`src/rtl/mult_sched_if.sv`:
```
`default_nettype none
// ============================================================================
// Module      : mult_sched_if
// Description : Requester, datapath-control and response signals of the
//               add/shift multiplier scheduler, with master/slave views.
// Revision    : 1.0 - initial release
// ============================================================================
interface mult_sched_if;
    logic req0_valid;
    logic req1_valid;
    logic req0_ready;
    logic req1_ready;
    logic sel;
    logic mult;
    logic cleara;
    logic loadb;
    logic add;
    logic sub;
    logic Shift_En;
    logic resp_valid;
    logic resp_id;
    logic resp_ready;
    logic busy;

    modport slave (
        input  req0_valid, req1_valid, mult, resp_ready,
        output req0_ready, req1_ready, sel, cleara, loadb, add, sub,
               Shift_En, resp_valid, resp_id, busy
    );

    modport master (
        output req0_valid, req1_valid, mult, resp_ready,
        input  req0_ready, req1_ready, sel, cleara, loadb, add, sub,
               Shift_En, resp_valid, resp_id, busy
    );
endinterface
`default_nettype wire

```
`src/rtl/mult_sched.sv`:
```
`default_nettype none
// ============================================================================
// Module      : mult_sched
// Description : Two-requester round-robin scheduler sequencing a signed
//               add/shift multiplier datapath (Booth-style final subtract).
//               Optional MULT_SCHED_BACK2BACK_EN: re-arbitrate in RESP so the
//               next job loads with no idle cycle.
// Revision    : 1.0 - initial release
// ============================================================================
module mult_sched #(
    parameter int WIDTH = 8
) (
    input  logic        Clk,
    input  logic        Reset,
    mult_sched_if.slave bus
);

    localparam int c_cnt_w = (WIDTH > 2) ? $clog2(WIDTH) : 1;
    localparam logic [c_cnt_w-1:0] c_last = c_cnt_w'(WIDTH - 2);

    typedef enum logic [2:0] {
        S_IDLE   = 3'd0,
        S_LOAD   = 3'd1,
        S_ADD    = 3'd2,
        S_SHIFT  = 3'd3,
        S_SUB    = 3'd4,
        S_SHIFTL = 3'd5,
        S_RESP   = 3'd6
    } state_t;

    state_t               r_state;
    state_t               w_next;
    logic [c_cnt_w-1:0]   r_cnt;
    logic                 r_sel;
    logic                 r_ptr;

    logic w_last;
    logic w_gnt_id;
    logic w_arb_en;
    logic w_rdy0;
    logic w_rdy1;
    logic w_accept;
    logic w_cleara;
    logic w_loadb;
    logic w_add;
    logic w_sub;
    logic w_shift;
    logic w_resp_valid;
    logic w_resp_id;

    // In RESP the job being answered is the one last served, ahead of r_ptr.
    assign w_last   = (r_state == S_RESP) ? r_sel : r_ptr;
    assign w_gnt_id = (bus.req0_valid && bus.req1_valid) ? ~w_last : bus.req1_valid;

`ifdef MULT_SCHED_BACK2BACK_EN
    assign w_arb_en = Reset && ((r_state == S_IDLE) ||
                                ((r_state == S_RESP) && bus.resp_ready));
`else
    assign w_arb_en = Reset && (r_state == S_IDLE);
`endif

    assign w_rdy0   = w_arb_en && bus.req0_valid && !w_gnt_id;
    assign w_rdy1   = w_arb_en && bus.req1_valid &&  w_gnt_id;
    assign w_accept = w_rdy0 || w_rdy1;

    always_comb begin
        w_next       = r_state;
        w_cleara     = 1'b0;
        w_loadb      = 1'b0;
        w_add        = 1'b0;
        w_sub        = 1'b0;
        w_shift      = 1'b0;
        w_resp_valid = 1'b0;
        w_resp_id    = 1'b0;
        case (r_state)
            S_IDLE: begin
                if (w_accept) w_next = S_LOAD;
            end
            S_LOAD: begin
                w_cleara = 1'b1;
                w_loadb  = 1'b1;
                w_next   = S_ADD;
            end
            S_ADD: begin
                w_add  = bus.mult;
                w_next = S_SHIFT;
            end
            S_SHIFT: begin
                w_shift = 1'b1;
                w_next  = (r_cnt == c_last) ? S_SUB : S_ADD;
            end
            S_SUB: begin
                w_sub  = bus.mult;
                w_next = S_SHIFTL;
            end
            S_SHIFTL: begin
                w_shift = 1'b1;
                w_next  = S_RESP;
            end
            S_RESP: begin
                w_resp_valid = 1'b1;
                w_resp_id    = r_sel;
                if (bus.resp_ready) w_next = w_accept ? S_LOAD : S_IDLE;
            end
            default: w_next = S_IDLE;
        endcase
    end

    always_ff @(posedge Clk or negedge Reset) begin
        if (!Reset) begin
            r_state <= S_IDLE;
            r_cnt   <= '0;
            r_sel   <= 1'b0;
            r_ptr   <= 1'b1;
        end else begin
            r_state <= w_next;
            if (r_state == S_LOAD)
                r_cnt <= '0;
            else if (r_state == S_SHIFT)
                r_cnt <= r_cnt + 1'b1;
            if (w_accept)
                r_sel <= w_gnt_id;
            if ((r_state == S_RESP) && bus.resp_ready)
                r_ptr <= r_sel;
        end
    end

    assign bus.req0_ready = w_rdy0;
    assign bus.req1_ready = w_rdy1;
    assign bus.sel        = r_sel;
    assign bus.cleara     = w_cleara;
    assign bus.loadb      = w_loadb;
    assign bus.add        = w_add;
    assign bus.sub        = w_sub;
    assign bus.Shift_En   = w_shift;
    assign bus.resp_valid = w_resp_valid;
    assign bus.resp_id    = w_resp_id;
    assign bus.busy       = (r_state != S_IDLE);

endmodule
`default_nettype wire

```
`src/flat_wrapper.sv`:
```
// flat-port wrapper written by rule: the top's interface ports become plain ports
module mult_sched_flat 
#(
    parameter int WIDTH = 8
)
  (Clk, Reset, bus_req0_valid, bus_req1_valid, bus_mult, bus_resp_ready, bus_req0_ready, bus_req1_ready, bus_sel, bus_cleara, bus_loadb, bus_add, bus_sub, bus_Shift_En, bus_resp_valid, bus_resp_id, bus_busy);
  mult_sched_if bus_i ();
  input  logic Clk;
  input  logic Reset;
  input wire logic [$bits(bus_i.req0_valid)-1:0] bus_req0_valid;
  input wire logic [$bits(bus_i.req1_valid)-1:0] bus_req1_valid;
  input wire logic [$bits(bus_i.mult)-1:0] bus_mult;
  input wire logic [$bits(bus_i.resp_ready)-1:0] bus_resp_ready;
  output wire logic [$bits(bus_i.req0_ready)-1:0] bus_req0_ready;
  output wire logic [$bits(bus_i.req1_ready)-1:0] bus_req1_ready;
  output wire logic [$bits(bus_i.sel)-1:0] bus_sel;
  output wire logic [$bits(bus_i.cleara)-1:0] bus_cleara;
  output wire logic [$bits(bus_i.loadb)-1:0] bus_loadb;
  output wire logic [$bits(bus_i.add)-1:0] bus_add;
  output wire logic [$bits(bus_i.sub)-1:0] bus_sub;
  output wire logic [$bits(bus_i.Shift_En)-1:0] bus_Shift_En;
  output wire logic [$bits(bus_i.resp_valid)-1:0] bus_resp_valid;
  output wire logic [$bits(bus_i.resp_id)-1:0] bus_resp_id;
  output wire logic [$bits(bus_i.busy)-1:0] bus_busy;
  assign bus_i.req0_valid = bus_req0_valid;
  assign bus_i.req1_valid = bus_req1_valid;
  assign bus_i.mult = bus_mult;
  assign bus_i.resp_ready = bus_resp_ready;
  assign bus_req0_ready = bus_i.req0_ready;
  assign bus_req1_ready = bus_i.req1_ready;
  assign bus_sel = bus_i.sel;
  assign bus_cleara = bus_i.cleara;
  assign bus_loadb = bus_i.loadb;
  assign bus_add = bus_i.add;
  assign bus_sub = bus_i.sub;
  assign bus_Shift_En = bus_i.Shift_En;
  assign bus_resp_valid = bus_i.resp_valid;
  assign bus_resp_id = bus_i.resp_id;
  assign bus_busy = bus_i.busy;
  mult_sched #(.WIDTH(WIDTH)) u_core (.Clk(Clk), .Reset(Reset), .bus(bus_i));
endmodule
```
`config.mk`:
```
export PLATFORM = sky130hd
export DESIGN_NAME = mult_sched_flat
export DESIGN_NICKNAME = d
export VERILOG_FILES = /design/src/rtl/mult_sched_if.sv /design/src/rtl/mult_sched.sv /design/src/flat_wrapper.sv
export SDC_FILE = /design/constraint.sdc
export NUM_CORES = 1
export LEC_CHECK = 0
export CORE_MARGIN = 2
export CORE_UTILIZATION = 40
export DETAILED_ROUTE_END_ITERATION = 6
export PLACE_DENSITY = 0.7
export SLEW_MARGIN = 20
export SYNTH_ARGS = -nofsm -noshare
export SYNTH_HDL_FRONTEND = slang
export SYNTH_SLANG_ARGS = --single-unit
```
`constraint.sdc`:
```
create_clock -name Clk -period 2.4 [get_ports Clk]
set_clock_uncertainty 0.1 [all_clocks]
set_input_delay 0.24 -clock Clk [delete_from_list [all_inputs] [get_ports Clk]]
set_output_delay 0.24 -clock Clk [all_outputs]
set_load 0.05 [all_outputs]
```
* Word-level counts from Yosys, hierarchy flattened
Cells that the tools add are included.
** Storage, ports and cells
- Memory bits (writable) :: 0
- Bits in read-only memories :: 0
- Latch bits :: 0
- Register bits :: 8
- Bits of input ports :: 6
- Memories kept :: 0
** Cells by class
- Equal/unequal tests :: 9
- $add $sub $neg :: 1
- Multipliers :: 0
- Div/mod/pow operators :: 0
- Multiplexer cells :: 15
- Reductions and logical operators :: 14
- Shifts and indexed selects :: 0
- $lt $le $gt $ge :: 0
- Bitwise operators :: 1
** Operator list (number)
- 3-bit case mux with 7 select lines :: 1
- 3-bit two-way mux :: 5
- 3-bit == test, second input constant :: 4
- 1-bit two-way mux :: 9
- 1-bit logical AND :: 7
- 3-bit by 2-bit == test with 1-bit output, second input constant :: 2
- 3-bit by 1-bit adder with 3-bit output, second input constant :: 1
- 3-bit by 1-bit == test with 1-bit output, second input constant :: 1
- 3-bit zero test :: 1
- 3-bit nonzero test :: 1
- 2-bit by 1-bit inequality test with 1-bit output, second input constant :: 1
- 2-bit inequality test, second input constant :: 1
- 2-bit AND reduction :: 1
- 2-bit nonzero test :: 1
- 2-bit OR reduction :: 1
- 1-bit zero test :: 1
- 1-bit logical OR :: 1
- 1-bit inverter :: 1

* Depth between registers and ports, before layout
Gate-level depths: netlist (run 1).
- Depth after elaboration :: 10
- Mapped depth :: 5

* Worst setup path before layout (run 1)
No wires, ideal clock.
- Kind :: register to output
- Start :: register u_core.r_state[2]
- End :: output bus_add
- Required time :: 2060 ps
- Cell stages (with the launch flop) :: 3
- Slack :: -39 ps
- Buffers on the path :: 1
- Data arrival time :: 2099 ps
- Cells stage by stage :: dfrtp_1 > buf_2 > nor4bb_1
** Between the ends
- Word-level cells in the longest chain between the ends :: 2
** RTL lines
- start: declaration :: line mult_sched.sv:31 : state_t r_state;
- start signal: assignment :: line mult_sched.sv:116 : r_state <= w_next;
- 3-bit by 2-bit == test with 1-bit output :: line mult_sched.sv:75 : case (r_state)
- 1-bit two-way mux :: line mult_sched.sv:75
- end: declaration :: line flat_wrapper.sv:19 : output wire logic [$bits(bus_i.add)-1:0] bus_add;
No other way between the ends.

* Worst setup path in the final report (run 1)
- Start :: register u_core.r_state[2]
- End :: output bus_resp_valid
** Between the ends
- Word-level cells in the longest chain between the ends :: 2
** RTL lines
- 3-bit == test :: line mult_sched.sv:75
- 1-bit two-way mux :: line mult_sched.sv:75
- end: declaration :: line flat_wrapper.sv:22 : output wire logic [$bits(bus_i.resp_valid)-1:0] bus_resp_valid;
No other way between the ends.

==> impl_metrics.tcl, run 1 <==
set metrics [dict create \
    grt_usage_pct 15.6 \
    r2r-end "u_core.bus.sel" \
    synth-seq-area-share_pct 37.3 \
    crit_path_start "u_core.r_state[2]" \
    cts.sink_count 8 \
    cts-htree-levels 1 \
    ys.flop_type "dfrtp_1" \
    dp_hpwl_um 768 \
    worst_pin_slew_ps 492 \
    p_per_area_nw_per_um2 1280 \
    final_common_cell "clkdlybuf4s50_1" \
    start_kind "flop" \
    drt-initial-drc-count 4 \
    critPathCapture "bus_resp_valid" \
    clock_latency_ps 260 \
    r2r_cells 3 \
    die_area_um2 1660 \
    syn-cell-area_um2 541 \
    timing.slew.headroom_pct 67.1 \
    place_area_um2 714 \
    finalSetupTns_ps 0 \
    viasPerCell 5.18 \
    holdBufCountCts 0 \
    cp-end-kind "output pin" \
    die_y_um 40.8 \
    layout_common_cells "clkdlybuf4s50_1, dfrtp_1, nand2_1" \
    core-area_um2 1280 \
    final_util_pct 57.6 \
    async_reset_ff_share_pct 100 \
    numCtsBuffers 3 \
    ys_ff_latch 8 \
    irDropWorstVdd_v 0.000663 \
    start_util_pct 42.1 \
    fill_cells 123 \
    drt_pass1_iterations 4 \
    setup-violations-final 0 \
    worst_path_largest_cell_delay_ps 800 \
    diodes 0 \
    vias 461 \
    die_x_um 40.8 \
    cp_cell_sequence "and3b_4 -> clkdlybuf4s50_1" \
    grt-ovfl-total 0 \
    hold_violations 0 \
    required_ps 2060 \
    route.detailed.drc 0 \
    antenna_found_initial 0 \
    root_buffer "clkbuf_4" \
    syn-num-nets 65 \
    leakage_nw 0.324 \
    synth_edf_count 0 \
    nNetsFinal 83 \
    worstPathMaxFanout 13 \
    ant_nets 0 \
    critPathSlowestCell "clkdlybuf4s50_1" \
    post_drt_wl_per_cell_um 11.4 \
    io_buffers 16 \
    drive_gt1_share_pct 24.3 \
    max-cap-violations 0 \
    cts_tree "yes" \
    criticalPathCategory "reg2out" \
    cts.clk_slew.worst_paths_ps 60 \
    grt_pass1_vias 391 \
    worst-r2r-setup-slack_ps 880 \
    fin_crit_sh_pct 95.5 \
    synth_cell_type_count 29 \
    rsz0062_at_grt "no" \
    r2r-start "u_core.r_state[2]" \
    cp_data_arrival_time_ps 1950 \
    grt_max_degree 15 \
    outcome "completed" \
    finish.instance_area_um2 741 \
    period_needed_ps 2290 \
    clock.fmax_mhz 436 \
    clockBufferDepth 2 \
    cts_setup_buffers 0 \
    hold_class "in2async" \
    drv_slew 0 \
    synthCells 57 \
    rows 13 \
    wl_um 1020 \
    cts_resized 0 \
    area_delta_synth_final_pct 37.0 \
    syn_avg_cell_area_um2 9.48 \
    grt_pass1_wl_um 1660 \
    synth_warnings 0 \
    globalplace.congestion 0.661 \
    num_io_pins 17 \
]
## layer usage
metal | vias to the layer above | GRT usage, % | wire length [µm]
met5 | - | 0 | 0
met4 | 0 | 10.0 | 21
met3 | 4 | 3.26 | 60
met1 | 207 | 21.5 | 498
li1 | 234 | - | -
met2 | 16 | 21.8 | 435
## cell type report
type	instances	area [µm²]	area share (%)
multi-input cells	43	309	41.7
clock buffers	4	26.3	3.55
well taps	15	18.8	2.53
inverters	2	7.51	1.01
repair buffers	17	178	24.0
flip-flops and latches	8	201	27.2
## power by group
| part | internal (mW) | switching, mW | total (mW) |
|---|---|---|---|
| clock | 0.0637 | 0.0470 | 0.111 |
| sequential | 0.202 | 0.105 | 0.307 |
| combinational | 0.228 | 0.303 | 0.531 |
| total | 0.494 | 0.455 | 0.949 |
## worst max-delay path, delay by kind of cell (launching register included)
kind                   cells  cell delay, ps
AND/OR/NAND/NOR            1             300
flip-flops                 1             590
buffers and inverters      1             800
## flip-flops by register name (all words and copies together) (netlist names)
name	flops
u_core.r_ptr	1
u_core.bus.sel	1
u_core.r_cnt	3
u_core.r_state	3
## through the flow
step | instances | hold slack (ps) | power [mW] | worst slack [ps]
6_report | 89 | 225 | 0.949 | 109
3_3_place_gp | 85 | 404 | 0.839 | 396
4_1_cts | 89 | 241 | 0.957 | 112
2_1_floorplan | 57 | -156 | 0.720 | 139
3_5_place_dp | 85 | 424 | 0.846 | 381
5_1_grt | 89 | 244 | 1.04 | 18.9
## cells in the mapped netlist, types with 2 or more instances
library cell  count  area, µm²
nor2_1            3       11.3
nand2b_1          4       25.0
nand3b_1          2       15.0
o21ai_0           5       25.0
inv_1             2       7.51
and2_1            2       12.5
buf_2             2       10.0
a21oi_1           4       20.0
ha_1              2       25.0
dfrtp_1           7        175
nand2_1           6       22.5
## logic make-up (layout without fill, tap and decap cells)
kind of cell | count (synthesis) | count (layout) | share of synthesized area [%]
flip-flops | 8 | 8 | 37.3
adder cells (fa/ha/maj) | 2 | 2 | 4.63
multiplexers | 2 | 2 | 4.86
XOR/XNOR | 1 | 1 | 1.62
AO/OA/AOI/OAI | 15 | 15 | 18.8
buffers and inverters | 6 | 23 | 6.71
AND/OR/NAND/NOR | 23 | 23 | 26.2
## worst min-delay path by stage
stage | end | slack (ps) | start
floorplan | u_core.bus.sel | -160 | Reset
global placement | u_core.r_cnt[1] | 400 | u_core.r_cnt[1]
detailed placement | u_core.r_cnt[1] | 420 | u_core.r_cnt[1]
CTS | u_core.r_cnt[1] | 240 | Reset
global route | u_core.r_cnt[2] | 240 | Reset
finish | u_core.r_cnt[1] | 230 | Reset
No activity file was read; power rests on OpenSTA's default activity.
==> inputs of run 2 (changes only) <==
- CORE_AREA: unset -> 2 2 39 41
- CORE_MARGIN: 2 -> unset
- CORE_UTILIZATION: 40 -> unset
- DIE_AREA: unset -> 0 0 41 43
- PLACE_DENSITY: 0.7 -> 0.71
- SLEW_MARGIN: 20 -> unset
==> run 2 against run 1 <==
  * Non-clock buffer count is the same
  * Core utilization shrank 3.8 points
  * Sequential share of layout area shrank 0.14 points
  * Wire length shrank 2.6%
  * Via count shrank 1.7%
  * Register-to-register slack is essentially flat
  * Design area grew 0.51%
  * Sequential cell count is the same
  * Sequential power is essentially flat
  * Final cell count grew 1.1%
  * Fmax shrank 0.25%
  * Critical endpoint unchanged
==> impl_metrics.tcl, run 2 (same netlist as run 1, synthesis figures left out) <==
set metrics [dict create \
    p_per_area_nw_per_um2 1270 \
    drive_gt1_share_pct 24.3 \
    num_io_pins 17 \
    wl_um 990 \
    max-cap-violations 0 \
    cp-end-kind "output pin" \
    antenna_found_initial 0 \
    fin_crit_sh_pct 95.7 \
    drv_slew 0 \
    area_delta_synth_final_pct 37.7 \
    clock_latency_ps 260 \
    grt_usage_pct 13.6 \
    regArea_um2 201 \
    viasPerCell 5.03 \
    dp_hpwl_um 715 \
    post_drt_wl_per_cell_um 11.0 \
    globalplace.congestion 0.687 \
    drt_pass1_iterations 3 \
    final_common_cell "clkdlybuf4s50_1" \
    ant_nets 0 \
    hold_class "in2async" \
    io_buffers 16 \
    start_kind "flop" \
    die_x_um 41 \
    clockBufferDepth 2 \
    cts.clk_slew.worst_paths_ps 60 \
    leakage_nw 0.342 \
    required_ps 2060 \
    criticalPathCategory "reg2out" \
    cts_setup_buffers 0 \
    worst-r2r-setup-slack_ps 890 \
    place_area_um2 716 \
    start_util_pct 39.1 \
    grt_pass1_wl_um 1600 \
    numCtsBuffers 3 \
    core-area_um2 1380 \
    numPlacedInstances 86 \
    period_needed_ps 2300 \
    die_area_um2 1760 \
    fill_cells 139 \
    worst_pin_slew_ps 501 \
    hold_violations 0 \
    multi_input_area_um2 309 \
    fin_cells 90 \
    root_buffer "clkbuf_4" \
    whs_ps 205 \
    vias 453 \
    finalSetupTns_ps 0 \
    cts.sink_count 8 \
    rsz0062_at_grt "no" \
    total_power_mw 0.947 \
    grt_max_degree 15 \
    nNetsFinal 83 \
    irDropWorstVdd_v 0.000735 \
    reg_top3 "u_core.r_cnt x3, u_core.r_state x3" \
    setup-violations-final 0 \
    drt-initial-drc-count 4 \
    clock.fmax_mhz 435 \
    layout_common_cells "clkdlybuf4s50_1, dfrtp_1, nand2_1" \
    timing.slew.headroom_pct 66.5 \
    cp_data_arrival_time_ps 1960 \
    outcome "completed" \
    cts-htree-levels 1 \
    grt_pass1_vias 382 \
    finish.instance_area_um2 744 \
    die_y_um 43 \
    grt-ovfl-total 0 \
    diodes 0 \
    rows 14 \
    worstPathMaxFanout 13 \
    route.detailed.drc 0 \
    cts_tree "yes" \
]
==> run 2: cell count changes in the layout (fill, tap and decap cells not counted) <==
cell / before / now
clkdlybuf4s50_1: 10 / 9
dlymetal6s2s_1: 0 / 1
==> run 2: per-layer routing <==
layer	part of all wire (%)	track usage [%]	vias up	wire [µm]
met3	7.2	3.14	5	71
met2	41	18.1	17	409
li1	-	-	231	-
met1	48	18.5	200	476
met5	0	0	-	0
met4	3.4	10.0	0	34
==> run 2: area by class of cell <==
cell class	count	area share, %
multi-input cells	43	41.5
flip-flops and latches	8	27.1
repair buffers	17	24.2
clock buffers	4	3.53
well taps	16	2.69
inverters	2	1.01
==> run 2: per-stage QoR <==
stage / util [%] / worst slack [ps]
2_1_floorplan: - / 139
3_3_place_gp: 51.7 / 402
3_5_place_dp: 51.7 / 389
4_1_cts: 53.6 / 94.8
5_1_grt: 53.8 / 11.4
6_report: 53.8 / 103
==> run 2: repair_timing <==
item / in CTS / in global routing
hold buffers: 0 / 0
endpoints found under the setup margin: 0 / 1
gates resized for setup: 0 / 1
==> run 2: where the power goes <==
part | switching, mW | internal (mW) | leakage, nW
Sequential | 0.105 | 0.202 | 0.0926
Clock | 0.0481 | 0.0638 | 0.0150
Combinational | 0.300 | 0.228 | 0.235
==> run 2: worst max-delay path: stages, from the launching register on <==
cell             delay (ps)
dfrtp_1                 590
and3b_4                 300
clkdlybuf4s50_1         810
==> run 2: path summary, 6_finish.rpt <==
path | from | end | cells past startpoint
max reg2reg | u_core.r_state[2] | u_core.bus.sel | 3
max | u_core.r_state[2] | bus_resp_valid | 2
max in group asynchronous | Reset | u_core.r_ptr | 2
min in group Clk | u_core.r_cnt[1] | u_core.r_cnt[1] | 2
min | Reset | u_core.r_state[0] | 2
min reg2reg | u_core.r_cnt[1] | u_core.r_cnt[1] | 2
==> inputs of run 3 (changes only) <==
- MAX_ROUTING_LAYER: unset -> met4
==> run 3 against run 2 <==
  * Sequential cell count unchanged
  * Worst setup slack hardly changed
  * Final cell count unchanged
  * Sequential power about the same
  * Critical path type unchanged
  * Highest routed layer unchanged
  * Fmax about the same
  * Largest power group unchanged
  * Core utilization unchanged
  * First-iteration DRC count unchanged
==> impl_metrics.tcl, run 3 (same netlist as run 1, synthesis figures left out) <==
set metrics [dict create \
    outcome "completed" \
    hold_class "in2async" \
    max-cap-violations 0 \
    cts.sink_count 8 \
    grt_max_degree 15 \
    final_common_cell "clkdlybuf4s50_1" \
    cp_cell_sequence "and3b_4 -> clkdlybuf4s50_1" \
    diodes 0 \
    clock.fmax_mhz 435 \
    start_kind "flop" \
    leakage_nw 0.342 \
    met1_usage_pct 18.5 \
    dp_hpwl_um 715 \
    finalSetupTns_ps 0 \
    cp_top_family "buffers and inverters" \
    route.detailed.drc 0 \
    fin_crit_sh_pct 95.7 \
    p_per_area_nw_per_um2 1270 \
    nNetsFinal 83 \
    criticalPathCategory "reg2out" \
    critPathSlowestCell "clkdlybuf4s50_1" \
    fin_cells 90 \
    cts_tree "yes" \
    cp-end-kind "output pin" \
    grt_pass1_vias 383 \
    reg_top3 "u_core.r_cnt x3, u_core.r_state x3" \
    antenna_found_initial 0 \
    cts_setup_buffers 0 \
    vias 453 \
    use_met2_pct 18.1 \
    num_io_pins 17 \
    dp_slack_ps 389 \
    grt_usage_pct 14.0 \
    viasPerCell 5.03 \
    cts.clk_slew.worst_paths_ps 60 \
    hold_violations 0 \
    numCtsBuffers 3 \
    worst_path_largest_cell_delay_ps 810 \
    irDropWorstVdd_v 0.000734 \
    drv_slew 0 \
    grt_most_used_layer "met1" \
    timing.slew.headroom_pct 66.5 \
    drive_gt1_share_pct 24.3 \
    fin_ws_ps 103 \
    root_buffer "clkbuf_4" \
    path_buf_inv 1 \
    globalplace.congestion 0.694 \
    cp_data_arrival_time_ps 1960 \
    drt-initial-drc-count 4 \
    worstPathMaxFanout 13 \
    grt_pass1_wl_um 1600 \
    met3_usage_pct 3.14 \
    wl_um 990 \
    layout_common_cells "clkdlybuf4s50_1, dfrtp_1, nand2_1" \
    required_ps 2060 \
    area_delta_synth_final_pct 37.7 \
    fill_cells 139 \
    die_x_um 41 \
    clock_latency_ps 260 \
    grt-ovfl-total 0 \
    worst_pin_slew_ps 501 \
    finish.instance_area_um2 744 \
    rows 14 \
    whs_ps 205 \
    rsz0062_at_grt "no" \
    ant_nets 0 \
    start_util_pct 39.1 \
    period_needed_ps 2300 \
    drt_pass1_iterations 3 \
    die_y_um 43 \
    place_area_um2 716 \
    post_drt_wl_per_cell_um 11.0 \
    clockBufferDepth 2 \
    core-area_um2 1380 \
    numPlacedInstances 86 \
    setup-violations-final 0 \
    die_area_um2 1760 \
    cts-htree-levels 1 \
    io_buffers 16 \
]
-- run 3: cell counts in the layout (fill, tap and decap cells not counted) --
No cell type changed its count.
-- run 3: final cells by class --
type                       count  area (µm²)  share of cell area, %
inverter                       2        7.51                   1.01
sequential                     8         201                   27.1
multi-input combinational     43         309                   41.5
tap                           16        20.0                   2.69
timing repair buffer          17         180                   24.2
clock buffer                   4        26.3                   3.53
-- run 3: final timing paths --
kind,to,slack (ps),depth (start not counted),startpoint
min in group Clk,u_core.r_cnt[1],420,2,u_core.r_cnt[1]
max in group asynchronous,u_core.r_ptr,1780,2,Reset
max reg2reg,u_core.bus.sel,890,3,u_core.r_state[2]
min reg2reg,u_core.r_cnt[1],420,2,u_core.r_cnt[1]
min,u_core.r_state[0],210,2,Reset
max,bus_resp_valid,100,2,u_core.r_state[2]
-- run 3: power breakdown --
| group | total [mW] | switching [mW] | internal (mW) | leakage, nW |
|---|---|---|---|---|
| clock | 0.112 | 0.0481 | 0.0637 | 0.0150 |
| sequential | 0.307 | 0.105 | 0.202 | 0.0926 |
| combinational | 0.528 | 0.300 | 0.228 | 0.235 |
| total | 0.947 | 0.453 | 0.494 | 0.342 |
-- run 3: metal layers --
metal / share of wire [%] / wire length, µm
met5: 0 / 0
met4: 3.4 / 34
met3: 7.2 / 71
met2: 41 / 409
met1: 48 / 476
-- run 3: worst reg2reg max path: stages, from the launching register on --
cell and delay, ps:
dfrtp_1 590, and3b_4 300, mux2_4 320, o211ai_2 130
-- run 3: through the flow --
step | total power, mW | utilization, %
2_1_floorplan | 0.720 | -
3_3_place_gp | 0.837 | 51.7
3_5_place_dp | 0.839 | 51.7
4_1_cts | 0.958 | 53.6
5_1_grt | 1.03 | 53.8
6_report | 0.947 | 53.8
-- run 3: repair_timing --
action	4_1_cts	5_1_grt
setup endpoints to repair	0	1
hold buffers	0	0
gates resized for setup	0	1
